`src/rtl/vga_delay_pkg.sv`:
```
// Shared defaults and helpers for the VGA pixel-path delay lines.
package vga_delay_pkg;

    localparam int POS_WIDTH_DEF    = 12;
    localparam int POS_CHANNELS_DEF = 2;
    localparam int POS_DEPTH_MAX    = 64;

    // Width needed to count 0..depth inclusive.
    function automatic int clog2_depth(input int depth);
        return $clog2(depth + 1);
    endfunction

endpackage

```
`src/rtl/delay_stage.sv`:
```
// One register stage of the delay line: data word plus its valid bit.
// Latency 1 cycle; holds when enable=0, cleared by flush regardless of enable.
module delay_stage #(
    parameter int W = 25
) (
    input  logic         clk,
    input  logic         rst_n,
    input  logic         enable,
    input  logic         flush,
    input  logic [W-1:0] d,
    output logic [W-1:0] q
);

    logic [W-1:0] r_q;

    always_ff @(posedge clk or negedge rst_n) begin
        if (!rst_n) begin
            r_q <= '0;
        end else if (flush) begin
            r_q <= '0;
        end else if (enable) begin
            r_q <= d;
        end
    end

    assign q = r_q;

endmodule

```
`src/rtl/pos_delay_line.sv`:
```
// Multi-channel delay line keeping position words aligned with the pixel timing path.
// Latency DEPTH enabled cycles; enable=0 stalls every stage; flush clears contents.
// Optional POS_DELAY_HOLD_LAST_EN: data_out holds the last valid word while valid_out=0.
module pos_delay_line
    import vga_delay_pkg::*;
#(
    parameter int WIDTH    = POS_WIDTH_DEF,
    parameter int CHANNELS = POS_CHANNELS_DEF,
    parameter int DEPTH    = 1
) (
    input  logic                      clk,
    input  logic                      rst_n,
    input  logic                      enable,
    input  logic                      flush,
    input  logic                      valid_in,
    input  logic [CHANNELS*WIDTH-1:0] data_in,
    output logic [CHANNELS*WIDTH-1:0] data_out,
    output logic                      valid_out,
    output logic                      primed
);

    localparam int DW = CHANNELS * WIDTH;
    localparam int SW = DW + 1;
    localparam int CW = clog2_depth(DEPTH);

    // Valid bit rides in the MSB of each stage word.
    logic [SW-1:0] w_stage [DEPTH+1];
    logic [DW-1:0] w_last_dat;
    logic          w_last_vld;
    logic [CW-1:0] r_count;

    assign w_stage[0] = {valid_in, data_in};

    for (genvar k = 0; k < DEPTH; k++) begin : g_stage
        delay_stage #(
            .W(SW)
        ) u_stage (
            .clk    (clk),
            .rst_n  (rst_n),
            .enable (enable),
            .flush  (flush),
            .d      (w_stage[k]),
            .q      (w_stage[k+1])
        );
    end

    assign w_last_dat = w_stage[DEPTH][DW-1:0];
    assign w_last_vld = w_stage[DEPTH][DW];

    always_ff @(posedge clk or negedge rst_n) begin
        if (!rst_n) begin
            r_count <= '0;
        end else if (flush) begin
            r_count <= '0;
        end else if (enable && (r_count != CW'(DEPTH))) begin
            r_count <= r_count + CW'(1);
        end
    end

    assign primed    = (r_count == CW'(DEPTH));
    assign valid_out = w_last_vld;

`ifdef POS_DELAY_HOLD_LAST_EN
    logic [DW-1:0] r_hold;

    always_ff @(posedge clk or negedge rst_n) begin
        if (!rst_n) begin
            r_hold <= '0;
        end else if (flush) begin
            r_hold <= '0;
        end else if (enable && w_last_vld) begin
            r_hold <= w_last_dat;
        end
    end

    assign data_out = w_last_vld ? w_last_dat : r_hold;
`else
    assign data_out = w_last_dat;
`endif

endmodule

```
`config.mk`:
```
export PLATFORM = sky130hd
export DESIGN_NAME = pos_delay_line
export DESIGN_NICKNAME = d
export VERILOG_FILES = /design/src/rtl/vga_delay_pkg.sv /design/src/rtl/delay_stage.sv /design/src/rtl/pos_delay_line.sv
export SDC_FILE = /design/constraint.sdc
export NUM_CORES = 1
export LEC_CHECK = 0
export ABC_AREA = 1
export CAP_MARGIN = 20
export CORE_MARGIN = 1
export CORE_UTILIZATION = 38
export DETAILED_ROUTE_END_ITERATION = 7
export HOLD_SLACK_MARGIN = 0.08
export PLACE_DENSITY = 0.8
export SLEW_MARGIN = 40
export SYNTH_ARGS = -nofsm -noshare
export SYNTH_HDL_FRONTEND = slang
export SYNTH_SLANG_ARGS = --single-unit
```
`constraint.sdc`:
```
create_clock -name clk -period 0.8 [get_ports clk]
set_clock_uncertainty 0.05 [all_clocks]
set_input_delay 0.12 -clock clk [delete_from_list [all_inputs] [get_ports clk]]
set_output_delay 0.12 -clock clk [all_outputs]
set_load 0.1 [all_outputs]
```
==> run summary <==
Status: finished with violations
Failing checks: negative setup slack
Rows: 18
Seq cells post-synth: 26
Worst Path Class, Setup: reg2out
# DRC: 0
Vias/cell: 5.27
Top routing layer used: met4
Period utilization: 149%
Fin. Hold Viols: 0
Maximum vdd ir drop: 1320 µV
Bufs and invs on worst path: 1
# fillers: 139
CP Data Required Time: 630 ps
Critical path launch point type: flip-flop
Vias in the first global route: 968
CP top delay family: flip-flops
Pins Over Slew Limit: 0
Area leader, netlist: dfrtp_1
Crit-path cells: buf_12
Worst hold slack: 92.1 ps
Clk buf depth: 2
First drt pass iteration count: 4
Dpl hpwl: 2.20 mm
Met2 Wirelength: 1.86 mm
Layout cells sized above 1: 46.9%
Die width: 54.2 µm
Final worst setup slack: -391 ps
Crit-path max FO: 2
Detail Route Antenna Nets: 0
Final wirelength: 3.59 mm
Effective utilization at floorplan: 41.1%
CP max stage delay: 530 ps
Post-synthesis sequential area ratio: 62.8%
Commonest non-fill, non-tap cell in the layout: nand2_1
Commonest non-fill, non-tap cells in the layout: 39 x nand2_1, 27 x buf_12, 26 x dfrtp_4, 26 x clkdlybuf4s50_1, 25 x nand3_1
Die H: 54.2 µm
Syn nets: 141
Syn. warnings: 0
Mean post-synth cell area: 9.25 µm²
# IOs: 55
Synth-to-layout area growth: 105%
Largest net degree at the start of global routing: 27
CTS tree: done
Setup_tns: -10,300 ps
Pleak: 0.956 nW
CTS sink cnt: 26
F_max: 0.840 GHz
Critical-path top delay cell: dfrtp_4
Hold WC Path Type: in2async
Worst slew pin tran: 329 ps
Total number of vias: 1,091
GRT Resource Usage Total: 24.5%
Final Power: 3.36 mW
First-pass GRT wire length: 4.90 mm
Initial antenna violation count: 0
Root Buffer: clkbuf_4
CTS Buf Count: 3
Yosys top cell area share: 62.8%
WL met3: 247 µm
Clk Latency, worst-skew pair: 310 ps
Top cells by area, synth: dfrtp_1 63%, nand2_1 18%, nand3_1 12%
PwrDens: 1580 nW/µm²
Port bufs: 54
Post-synthesis cell count: 112
WP data arrival: 1020 ps
Met1 Wirelength: 1.35 mm
Placed cell area: 1950 µm²
Final setup vio count: 33
Iter 0 DRT Violations: 43
Gr ovfl total: 0
Gpl congestion: 0.677
H-tree Lvls: 1
N_diodes: 0
Nets: 208
Slew headroom: 78.1%
Crit end category: output port
Netlist cell types: 9
DP Worst Slack: -635 ps
Clock Pin Slew Worst Setup and Hold Paths: 130 ps
Post-route cell area: 2130 µm²
Core area: 2520 µm²
Unrepaired setup endpoints after global routing: yes
Max-Cap Viols: 0
WL per Instance: 17.3 µm
Syn Std Cell Area: 1040 µm²
Tmin final: 1190 ps
Total die area: 2940 µm²
## cells by family after synthesis
family                 count (synthesis)  synth area share, %
and+or+nand+nor                       78                 32.0
buffers and inverters                  8                 5.19
DFF                                   26                 62.8
## through the flow
step	instances	util, %
floorplan	112	-
detailed placement	191	77.3
global route	207	84.4
global placement	191	77.3
CTS	200	81.0
finish	207	84.4
## synth_stat cells
library cell and number:
inv_2 1, buf_2 4, buf_6 2, buf_4 1, nor2_4 1, nor2_1 2
nand3_1 25, nand2_1 50, dfrtp_1 26
## final timing paths
check	from	to	slack, ps	cells past startpoint
max	g_stage[0].u_stage.q[20]$_DFFE_PN0P_	data_out[20]	-390	1
min	rst_n	g_stage[0].u_stage.q[1]$_DFFE_PN0P_	90	2
max reg2reg	g_stage[0].u_stage.q[6]$_DFFE_PN0P_	g_stage[0].u_stage.q[6]$_DFFE_PN0P_	-90	3
min reg2reg	g_stage[0].u_stage.q[16]$_DFFE_PN0P_	g_stage[0].u_stage.q[16]$_DFFE_PN0P_	520	2
max in group asynchronous	rst_n	g_stage[0].u_stage.q[20]$_DFFE_PN0P_	450	2
min in group clk	flush	g_stage[0].u_stage.q[23]$_DFFE_PN0P_	260	5
## area by class of cell
type                       count  area, µm²  area share [%]
inverter                       1       8.76           0.412
timing repair buffer          68        941            44.2
sequential                    26        748            35.2
clock buffer                   3       22.5            1.06
tap                           30       37.5            1.76
multi-input combinational     79        370            17.4
## power breakdown
| part | internal (mW) | switching, mW |
|---|---|---|
| clock network | 0.176 | 0.366 |
| registers | 1.44 | 0.0943 |
| logic | 0.509 | 0.780 |
## metal layers
| layer | vias up | global-route usage, % |
|---|---|---|
| li1 | 485 | - |
| met4 | 0 | 12.4 |
| met5 | - | 0 |
| met3 | 10 | 4.44 |
| met2 | 58 | 40.0 |
| met1 | 538 | 31.0 |
## sequential cells by signal (all words and copies together) (netlist names)
register           count
g_stage.u_stage.q     25
primed                 1
## timing repair
action / CTS / global route
endpoints found under the setup margin: 52 / 45
buffers inserted: 5 / 8
resized for setup: 11 / 17
hold buffers: 0 / 1
hold endpoints to repair: 0 / 1
cloned: 1 / 0
pin swaps: 1 / 1
(Power assumes the default switching activity.)
